File: src/rtl/cla_seq_add_ctrl.sv
// Nibble-serial adder: one 4-bit carry-lookahead slice reused NIB times, LSB nibble first.
// Optional two's-complement overflow output enabled by defining CLA_SEQ_OVF_FLAG_EN.
module cla_seq_add_ctrl #(
    parameter int WIDTH = 16
) (
    input  logic             clk,
    input  logic             rst_n,
    input  logic             in_valid,
    output logic             in_ready,
    input  logic [WIDTH-1:0] a,
    input  logic [WIDTH-1:0] b,
    input  logic             ci,
    output logic             out_valid,
    input  logic             out_ready,
    output logic [WIDTH-1:0] sum,
    output logic             cout,
    output logic             busy
`ifdef CLA_SEQ_OVF_FLAG_EN
    ,
    output logic             ovf
`endif
);

    localparam int NIB  = WIDTH / 4;
    localparam int IDXW = (NIB > 1) ? $clog2(NIB) : 1;
    localparam logic [IDXW-1:0] LAST_IDX = IDXW'(NIB - 1);

    typedef enum logic [1:0] {IDLE, RUN, DONE} state_t;

    state_t            state_q, state_d;
    logic [WIDTH-1:0]  a_q, a_d;
    logic [WIDTH-1:0]  b_q, b_d;
    logic [WIDTH-1:0]  sum_q, sum_d;
    logic              carry_q, carry_d;
    logic              cout_q, cout_d;
    logic [IDXW-1:0]   idx_q, idx_d;
`ifdef CLA_SEQ_OVF_FLAG_EN
    logic              ovf_q, ovf_d;
`endif

    logic [3:0] a_nib, b_nib, p, g, nib_sum;
    logic       c1, c2, c3, grp_p, grp_g, nib_co;
    logic       last_nib;

    // Lookahead slice on the currently selected nibble of the latched operands.
    always_comb begin
        a_nib   = a_q[{idx_q, 2'b00} +: 4];
        b_nib   = b_q[{idx_q, 2'b00} +: 4];
        p       = a_nib ^ b_nib;
        g       = a_nib & b_nib;
        c1      = g[0] | (p[0] & carry_q);
        c2      = g[1] | (p[1] & g[0]) | (p[1] & p[0] & carry_q);
        c3      = g[2] | (p[2] & g[1]) | (p[2] & p[1] & g[0]) | (p[2] & p[1] & p[0] & carry_q);
        grp_p   = &p;
        grp_g   = g[3] | (p[3] & g[2]) | (p[3] & p[2] & g[1]) | (p[3] & p[2] & p[1] & g[0]);
        nib_co  = grp_g | (grp_p & carry_q);
        nib_sum = p ^ {c3, c2, c1, carry_q};
    end

    assign last_nib = (idx_q == LAST_IDX);

    always_ff @(posedge clk or negedge rst_n) begin
        if (!rst_n) begin
            state_q <= IDLE;
        end else begin
            state_q <= state_d;
        end
    end

    always_comb begin
        state_d = state_q;
        case (state_q)
            IDLE:    if (in_valid) state_d = RUN;
            RUN:     if (last_nib) state_d = DONE;
            DONE:    if (out_ready) state_d = IDLE;
            default: state_d = IDLE;
        endcase
    end

    always_comb begin
        in_ready  = (state_q == IDLE);
        out_valid = (state_q == DONE);
        busy      = (state_q != IDLE);
    end

    always_comb begin
        a_d     = a_q;
        b_d     = b_q;
        sum_d   = sum_q;
        carry_d = carry_q;
        cout_d  = cout_q;
        idx_d   = idx_q;
`ifdef CLA_SEQ_OVF_FLAG_EN
        ovf_d   = ovf_q;
`endif
        case (state_q)
            IDLE: begin
                if (in_valid) begin
                    a_d     = a;
                    b_d     = b;
                    carry_d = ci;
                    idx_d   = '0;
                    sum_d   = '0;
                end
            end
            RUN: begin
                sum_d[{idx_q, 2'b00} +: 4] = nib_sum;
                carry_d = nib_co;
                if (last_nib) begin
                    // Index parks at zero rather than wrapping past the last nibble.
                    idx_d  = '0;
                    cout_d = nib_co;
`ifdef CLA_SEQ_OVF_FLAG_EN
                    ovf_d  = (a_q[WIDTH-1] == b_q[WIDTH-1]) && (nib_sum[3] != a_q[WIDTH-1]);
`endif
                end else begin
                    idx_d = idx_q + 1'b1;
                end
            end
            default: ;
        endcase
    end

    always_ff @(posedge clk or negedge rst_n) begin
        if (!rst_n) begin
            a_q     <= '0;
            b_q     <= '0;
            sum_q   <= '0;
            carry_q <= 1'b0;
            cout_q  <= 1'b0;
            idx_q   <= '0;
`ifdef CLA_SEQ_OVF_FLAG_EN
            ovf_q   <= 1'b0;
`endif
        end else begin
            a_q     <= a_d;
            b_q     <= b_d;
            sum_q   <= sum_d;
            carry_q <= carry_d;
            cout_q  <= cout_d;
            idx_q   <= idx_d;
`ifdef CLA_SEQ_OVF_FLAG_EN
            ovf_q   <= ovf_d;
`endif
        end
    end

    assign sum  = sum_q;
    assign cout = cout_q;
`ifdef CLA_SEQ_OVF_FLAG_EN
    assign ovf  = ovf_q;
`endif

endmodule

File: config.mk
export PLATFORM = sky130hd
export DESIGN_NAME = cla_seq_add_ctrl
export DESIGN_NICKNAME = d
export VERILOG_FILES = /design/src/rtl/cla_seq_add_ctrl.sv
export SDC_FILE = /design/constraint.sdc
export NUM_CORES = 1
export LEC_CHECK = 0
export BUFFER_PORTS_ARGS = -buffer_cell sky130_fd_sc_hd__clkbuf_2
export CAP_MARGIN = 0
export CORE_AREA = 2 2 58 115
export DETAILED_ROUTE_END_ITERATION = 7
export DIE_AREA = 0 0 60 117
export MAX_ROUTING_LAYER = met4
export PLACE_DENSITY = 0.75
export SLEW_MARGIN = 20
export SYNTH_ARGS = -nofsm -noshare
export SYNTH_HDL_FRONTEND = slang
export SYNTH_SLANG_ARGS = --single-unit
export TNS_END_PERCENT = 1
File: constraint.sdc
create_clock -name clk -period 4.32 [get_ports clk]
set_input_delay 0.432 -clock clk [delete_from_list [all_inputs] [get_ports clk]]
set_output_delay 0.432 -clock clk [all_outputs]
set_load 0.01 [all_outputs]
[Yosys cells after proc, flatten, opt, wreduce, memory -nomap -nowiden]
Cells that the tools add are included.
Cells by class
  add/sub/neg operators: 2
  $mul: 0
  divide/modulo/power cells: 0
  order comparisons: 0
  equality and inequality tests: 6
  shifts and indexed selects: 4
  muxes and demuxes: 12
  bitwise logic cells: 28
  reduce and logical (&&, ||, !) cells: 8
Operators with widths (number)
  16-bit one-hot mux with 2 select lines: 1
  16-bit by 5-bit indexed part select with 4-bit output: 2
  16-bit bitwise mux: 1
  16-bit 2-to-1 mux: 1
  4-bit by 6-bit variable shift with 16-bit output (first input constant): 1
  4-bit by 6-bit indexed part select with 16-bit output: 1
  1-bit AND: 15
  2-bit 2-to-1 mux: 5
  1-bit bitwise OR: 10
  4-bit bitwise XOR: 2
  4-bit negator with 6-bit output: 1
  2-bit one-hot mux with 3 select lines: 1
  2-bit AND reduction: 3
  4-bit AND: 1
  2-bit equality test (second input constant): 2
  2-bit != test (second input constant): 2
  2-bit one-hot mux with 2 select lines: 1
  4-bit AND reduction: 1
  2-bit nonzero test: 2
  3-bit AND reduction: 1
  2-bit by 1-bit adder with 2-bit output (second input constant): 1
  2-bit by 1-bit equality test with 1-bit output (second input constant): 1
  2-bit zero test: 1
  2-bit by 1-bit != test with 1-bit output (second input constant): 1
  other kinds (2): 2
Word-level totals
  register bits after elaboration: 54
  latch bits: 0
  RAM bits: 0
  ROM bits: 0
  input port bits: 37
  output and inout port bits: 20
  memories: 0

[Depth between registers and ports, before layout]
Gate-level depths: netlist of run 1.
  depth in word-level cells: 10
  gate-level depth with buffers: 7

[Worst setup path after synthesis of run 1]
No wires, ideal clock.
  path type: reg2reg
  from: register idx_q[0]
  to: register sum_q[7], in the netlist sum[7]
  setup time: 0.076 ns
  data arrival time: 2.623 ns
  slack: 1.620 ns
  stages on the path, launching flop included: 8
  path buffers: 1
  cells stage by stage: dfrtp_1 buf_2 mux4_2 ha_1 a21o_1 and4_4 or4_4 o21ai_1
Between the ends
  cells in the longest elaborated chain, start to end: 10
Ends and longest elaborated chain
  from (decl): line 36  | logic [IDXW-1:0] idx_q, idx_d;
  from (signal assigned): line 141  | idx_q <= idx_d;
  16-bit by 5-bit indexed part select with 4-bit output (on tied branches): line 47, 48
  4-bit bitwise XOR or 4-bit AND (tied branches): line 49, 50
  1-bit AND: line 53  | c3 = g[2] | (p[2] & g[1]) | (p[2] & p[1] & g[0]) | (p[2] & p[1] & p[0] & carry_q);
  1-bit bitwise OR or 1-bit AND (tied branches) (2 in a row): line 53
  1-bit bitwise OR: line 53
  4-bit bitwise XOR: line 57  | nib_sum = p ^ {c3, c2, c1, carry_q};
  4-bit by 6-bit indexed part select with 16-bit output: line 107  | sum_d[{idx_q, 2'b00} +: 4] = nib_sum;
  16-bit bitwise mux *: line 107
  16-bit one-hot mux with 2 select lines *: line 96  | case (state_q)
  to (signal assigned): line 138  | sum_q <= sum_d;
  to (decl): line 33  | logic [WIDTH-1:0] sum_q, sum_d;
Mark *: on every way between the ends. The rest lies on a longest branch, timed or not.
A chain may end at the register's enable or synchronous reset.

[Worst setup path in the final report of run 1]
  from: register idx_q[0]
  to: register sum_q[3], in the netlist sum[3]
The elaborated chain is that of the path after synthesis.

==> flow_metrics.py, run 1 <==
metrics = {
    "run_status": {
        "status": "complete, no violations",
    },
    "setup_path": {
        "start_kind": "register",
        "cp_cell_sequence": "mux4_2, ha_1, a21o_1, and4_4, or4_4, o21ai_1",
        "reg2reg_from": "idx_q[0]$_DFFE_PN0P_",
        "reg2reg_depth": 6,
        "critical_path.slowest_cell": "dfrtp_1",
        "startpoint": "idx_q[0]$_DFFE_PN0P_",
        "path_class": "register to register",
        "worstPathArrival_ps": 3200,
        "endpoint_kind": "register",
        "critical_path.max_stage_delay_ps": 830,
        "reg2reg_to": "sum[3]$_DFFE_PN0P_",
        "cp.required_ps": 4540,
        "worstPathMaxFanout": 16,
        "regToRegSetupSlack_ps": 1340,
    },
    "layout": {
        "fin_util_pct": 49.7,
        "fin_nets": 300,
        "layout-drive-gt1-share_pct": 30.3,
        "instances_no_fill": 340,
        "syn2layout_area_growth_pct": 20.6,
        "num_antenna_cells": 0,
    },
    "yosys": {
        "synth_area_leader_cell": "dfrtp_1",
        "yosysUniqueCellTypes": 35,
        "yosys-top-cells-count": "54 x dfrtp_1, 32 x mux2_1, 18 x nand2_1",
        "synth_top_cell_area_share_pct": 52.8,
        "synth_ff_type": "dfrtp_1",
        "synthAdderAreaFrac_pct": 5.19,
        "synth_area_leaders": "dfrtp_1 53%, mux2_1 14%, mux4_2 7.0%",
        "ys_seq_area_share_pct": 52.8,
        "postSynth.asyncResetShare_pct": 100,
        "synth_xor_area_share_pct": 0.685,
        "ys_ff_latch": 54,
        "synth_warnings": 0,
        "post-synth-top-count-cell": "dfrtp_1",
        "syn_avg_cell_area_um2": 13.0,
        "synth_edf_count": 0,
        "synth_top_family_by_area": "multiplexers",
        "syn-cell-area_um2": 2560,
        "synth-simple-area-share_pct": 8.90,
        "synthCells": 196,
        "synth_compound_area_share_pct": 8.76,
        "syn_nets": 243,
        "synth_mux_area_share_pct": 21.1,
    },
    "clocking": {
        "ctsResizeCount": 0,
        "cts_max_path_buffers": 2,
        "numCtsBuffers": 5,
        "cts_tree": "done",
        "cts_root_buf": "clkbuf_16",
        "cts.clk_slew.worst_paths_ps": 70,
        "h-tree-depth": 2,
        "clock-sinks": 54,
        "insertion_delay_ps": 290,
        "postCtsSetupBuffers": 0,
        "ctsHoldBuffers": 0,
    },
    "sta": {
        "max_freq_mhz": 335,
        "timing.final.hold_violations": 0,
        "slew_viol_final": 0,
        "tns_ps": 0,
        "fin_crit_sh_pct": 69.0,
        "setup_viol_count_final": 0,
        "min_period_ps": 2980,
        "layout_setup_ws_ps": 1340,
        "worstMarginPinSlew_ps": 748,
        "relSlewSlack_pct": 50.2,
        "rsz0062_at_grt": "no",
        "clock_skew_ps": 4.91,
    },
    "run": {
        "cap_viol_max_count": 0,
    },
    "floorplan": {
        "die_width_um": 60,
        "floorplan.initialDensity_pct": 41.2,
        "rows": 41,
        "io-pin-count": 57,
        "die-area_um2": 7020,
        "die_h_um": 117,
        "core_um2": 6210,
    },
    "power_and_ir_drop": {
        "leakagePower_nw": 1.46,
        "p_per_area_nw_per_um2": 865,
        "total_power_mw": 2.67,
        "ir_worst_vdd_mv": 0.453,
    },
    "drt": {
        "first_pass_iters": 4,
        "dr_total_vias": 1745,
        "drt-total-wl_um": 5230,
        "dr.first_iter.drc_count": 44,
        "wl_per_cell_um": 15.4,
        "avgViaCountPerCell": 5.13,
        "drc": 0,
        "ant_nets": 0,
    },
    "hold_path": {
        "hold_path.class": "input pin to async pin",
    },
    "global_route": {
        "grt_pass1_vias": 1801,
        "grt.total_usage_pct": 16.7,
        "antenna_found_initial": 0,
        "grt_max_degree": 55,
        "grt_pass1_wl_um": 8670,
        "gr-total-overflow": 0,
    },
    "placement": {
        "post-place-ws_ps": 1320,
        "portBuffers": 56,
        "placed_cells": 332,
        "place.gp.congestion": 0.872,
        "dp.final_hpwl_um": 3870,
    },
}
through the flow:
| step | instance area (µm²) | hold WS (ps) |
|---|---|---|
| 5_1_grt | 3090 | 332 |
| 4_1_cts | 3090 | 290 |
| 3_3_place_gp | 2920 | 462 |
| 3_5_place_dp | 2920 | 474 |
| 2_1_floorplan | 2560 | 136 |
| 6_report | 3090 | 262 |
flip-flops by register name, indices dropped and copies added, names as in the netlist:
register / cells
cout: 1
a_q: 16
idx_q: 2
b_q: 16
sum: 16
state_q: 2
carry_q: 1
area by class of cell:
type                       instances  area (µm²)
tap                               86         108
clock inverter                     3        45.0
inverter                           5        18.8
timing repair buffer              58         295
clock buffer                       5         125
fill                             550        3120
multi-input combinational        129        1140
sequential                        54        1350
cell usage in the layout, fill, tap and decap left out, drive strengths merged, types with 2 or more instances in the layout:
| master | instances |
|---|---|
| clkbuf | 61 |
| nor3 | 4 |
| dfrtp | 54 |
| buf | 2 |
| ha | 9 |
| nor2 | 4 |
| a21oi | 4 |
| mux4 | 8 |
| clkinvlp | 2 |
| o21ai | 11 |
| or2 | 2 |
| or3 | 2 |
| nand2 | 18 |
| mux2 | 32 |
| nand2b | 4 |
| a22o | 9 |
| inv | 5 |
| xnor2 | 2 |
| a21o | 6 |
layer usage:
| metal | up-vias | part of all wire [%] | track usage, % |
|---|---|---|---|
| met1 | 858 | 44 | 21.7 |
| li1 | 819 | - | - |
| met3 | 7 | 5.2 | 2.86 |
| met2 | 61 | 50 | 26.9 |
| met4 | 0 | 1.1 | 4.44 |
| met5 | - | 0 | - |
worst max path at each step:
| stage | cells after the start | to | slack [ps] |
|---|---|---|---|
| finish | 6 | sum[3]$_DFFE_PN0P_ | 1340 |
| global route | 6 | sum[3]$_DFFE_PN0P_ | 1120 |
| CTS | 6 | sum[7]$_DFFE_PN0P_ | 1300 |
| detailed placement | 6 | sum[7]$_DFFE_PN0P_ | 1320 |
| global placement | 6 | sum[7]$_DFFE_PN0P_ | 1420 |
| floorplan | 7 | sum[7]$_DFFE_PN0P_ | 1620 |
critical path: cells and delay by family, from the launching register on:
kind            cells  cell delay (ps)
mux                 1              650
simple gates        2              750
flops               1              830
fa+ha+maj           1              340
compound gates      2              340
where the power goes:
part / internal (mW) / total (mW) / switching [mW]
logic: 0.620 / 1.31 / 0.688
registers: 0.729 / 0.911 / 0.182
clock network: 0.273 / 0.451 / 0.178
total: 1.62 / 2.67 / 1.05
kinds of logic after synthesis:
group | Yosys count
mux | 40
compound gates | 33
xor+xnor | 2
simple gates | 44
flops | 54
buf+inv | 13
fa+ha+maj | 10
(Power assumes the default switching activity.)
==> run 2: changes to the inputs <==
PLACE_DENSITY = 0.77   (was 0.75)
clock period = 2.6 ns   (was 4.32 ns; I/O delays follow)
==> run 2 against run 1 <==
Utilization up 0.73 points; setup slack worse by 1300 ps; sequential share of layout area is 0.59 points lower; fmax grew 18%; via count rose by 2.6%; largest cell class unchanged; largest power group unchanged; sequential cell count stayed put; power is 71% higher; clock skew grew 1.1 ps; register-to-register slack got worse by 1300 ps; combinational power is 83% higher; final cell count grew 2.4%; die area unchanged.
==> flow_metrics.py, run 2 (synthesis results as in run 1) <==
metrics = {
    "clocking": {
        "cts_root_buf": "clkbuf_16",
        "cts_tree": "done",
        "insertion_delay_ps": 290,
        "cts_max_path_buffers": 2,
        "h-tree-depth": 2,
        "cts.clk_slew.worst_paths_ps": 70,
        "clock-sinks": 54,
        "numCtsBuffers": 5,
    },
    "drt": {
        "first_pass_iters": 4,
        "dr.first_iter.drc_count": 68,
        "dr_total_vias": 1790,
        "drt-total-wl_um": 5440,
        "wl_per_cell_um": 15.6,
        "drc": 0,
        "avgViaCountPerCell": 5.14,
        "ant_nets": 0,
    },
    "floorplan": {
        "die_width_um": 60,
        "core_um2": 6210,
        "die-area_um2": 7020,
        "rows": 41,
        "floorplan.initialDensity_pct": 41.2,
        "die_h_um": 117,
        "io-pin-count": 57,
    },
    "power_and_ir_drop": {
        "pwr-share-comb_pct": 52.8,
        "leakagePower_nw": 1.49,
        "p_int_mw": 2.74,
        "pwr-share-seq_pct": 32.5,
        "ir_worst_vdd_mv": 0.667,
        "p_sw_share_pct": 39.8,
        "p_sw_mw": 1.81,
        "clkPwrFrac_pct": 14.8,
        "p_per_area_nw_per_um2": 1450,
        "total_power_mw": 4.55,
    },
    "hold_path": {
        "min_path_cells": 2,
        "min_from": "out_ready",
        "whs_endpoint": "state_q[1]$_DFFE_PN0P_",
        "hold_path.class": "input pin to register",
    },
    "layout": {
        "instances_no_fill": 348,
        "syn2layout_area_growth_pct": 22.4,
        "num_antenna_cells": 0,
        "final_common_cell": "clkbuf_2",
        "nFillCells": 542,
        "fin_nets": 308,
        "stdcell_area_um2": 3130,
        "final_cell_mix": "56 x clkbuf_2, 53 x dfrtp_1, 32 x mux2_1",
        "layout-drive-gt1-share_pct": 32.4,
    },
    "setup_path": {
        "path_class": "register to register",
        "critical_path.slowest_cell": "or4_4",
        "start_kind": "register",
        "cp.required_ps": 2820,
        "reg2reg_from": "idx_q[0]$_DFFE_PN0P_",
        "worstPathArrival_ps": 2740,
        "worstPathMaxFanout": 6,
        "critical_path.max_stage_delay_ps": 520,
        "reg2reg_depth": 7,
        "endpoint_kind": "register",
        "reg2reg_to": "sum[3]$_DFFE_PN0P_",
        "cp_cell_sequence": "buf_4, mux4_2, ha_1, a21oi_1, nor2b_1, or4_4, o21ai_1",
        "regToRegSetupSlack_ps": 80,
    },
    "global_route": {
        "antenna_found_initial": 0,
        "grt_pass1_wl_um": 8940,
        "grt_max_degree": 33,
        "grt_pass1_vias": 1858,
        "gr-total-overflow": 0,
        "grt.total_usage_pct": 17.5,
    },
    "placement": {
        "place.gp.congestion": 0.897,
        "placed_cell_area_um2": 2950,
        "placed_cells": 336,
        "portBuffers": 56,
        "dp.final_hpwl_um": 4090,
        "post-place-ws_ps": 35.7,
    },
    "sta": {
        "worstMarginPinSlew_ps": 599,
        "max_freq_mhz": 397,
        "timing.final.hold_violations": 0,
        "clock_skew_ps": 5.96,
        "tns_ps": 0,
        "rsz0062_at_grt": "no",
        "min_period_ps": 2520,
        "fin_crit_sh_pct": 96.9,
        "layout_setup_ws_ps": 80.0,
        "slew_viol_final": 0,
        "setup_viol_count_final": 0,
        "relSlewSlack_pct": 60.1,
    },
    "run_status": {
        "status": "complete, no violations",
    },
    "run": {
        "cap_viol_max_count": 0,
    },
}
run 2: cell type report:
| cell class | instances | area (µm²) | area share (%) |
|---|---|---|---|
| clock buffers | 5 | 125 | 4.00 |
| clock inverters | 3 | 25.0 | 0.799 |
| inverters | 5 | 18.8 | 0.600 |
| multi-input cells | 129 | 1140 | 36.5 |
| flip-flops and latches | 54 | 1350 | 43.2 |
| well taps | 86 | 108 | 3.44 |
| repair buffers | 66 | 358 | 11.4 |
run 2: worst max-delay path: cells and delay by family, from the launching register on:
kind            cells  cell delay, ps
flops               1             450
fa+ha+maj           1             350
buf+inv             1             180
mux                 1             510
simple gates        2             610
compound gates      2             340
run 2: how the worst max path moves through the flow:
| stage | cells past startpoint | to | from |
|---|---|---|---|
| 3_5_place_dp | 6 | sum[3]$_DFFE_PN0P_ | idx_q[0]$_DFFE_PN0P_ |
| 2_1_floorplan | 7 | sum[7]$_DFFE_PN0P_ | idx_q[0]$_DFFE_PN0P_ |
| 6_report | 7 | sum[3]$_DFFE_PN0P_ | idx_q[0]$_DFFE_PN0P_ |
| 3_3_place_gp | 6 | sum[7]$_DFFE_PN0P_ | idx_q[0]$_DFFE_PN0P_ |
| 5_1_grt | 6 | sum[3]$_DFFE_PN0P_ | idx_q[0]$_DFFE_PN0P_ |
| 4_1_cts | 6 | sum[3]$_DFFE_PN0P_ | idx_q[0]$_DFFE_PN0P_ |
run 2: per-stage QoR:
stage	hold WS (ps)	utilization, %
floorplan	-35.6	-
global placement	278	47.5
detailed placement	295	47.5
CTS	159	50.1
global route	156	50.4
finish	155	50.4
run 2: what timing repair did:
| action | 4_1_cts | 5_1_grt |
|---|---|---|
| buffers inserted | 0 | 3 |
| resized for setup | 0 | 1 |
| endpoints found under the hold margin | 22 | 0 |
| setup endpoints to repair | 0 | 4 |
| hold buffers | 1 | 0 |
run 2: metal layers:
metal	up-vias	global-route usage, %	wire [µm]
met4	0	6.96	112
met2	57	27.2	2710
met5	-	-	0
met3	9	3.41	229
met1	885	22.2	2380
li1	839	-	-
run 2: power groups by stage:
| stage | registers (mW) | logic (mW) | clock network (mW) |
|---|---|---|---|
| after global routing | 1.53 | 2.62 | 0.722 |
| after CTS | 1.49 | 2.36 | 0.680 |
| final | 1.48 | 2.40 | 0.673 |
| after global placement | 1.48 | 2.25 | 0 |
| after detailed placement | 1.50 | 2.33 | 0 |
| after floorplan | 1.40 | 1.67 | 0 |
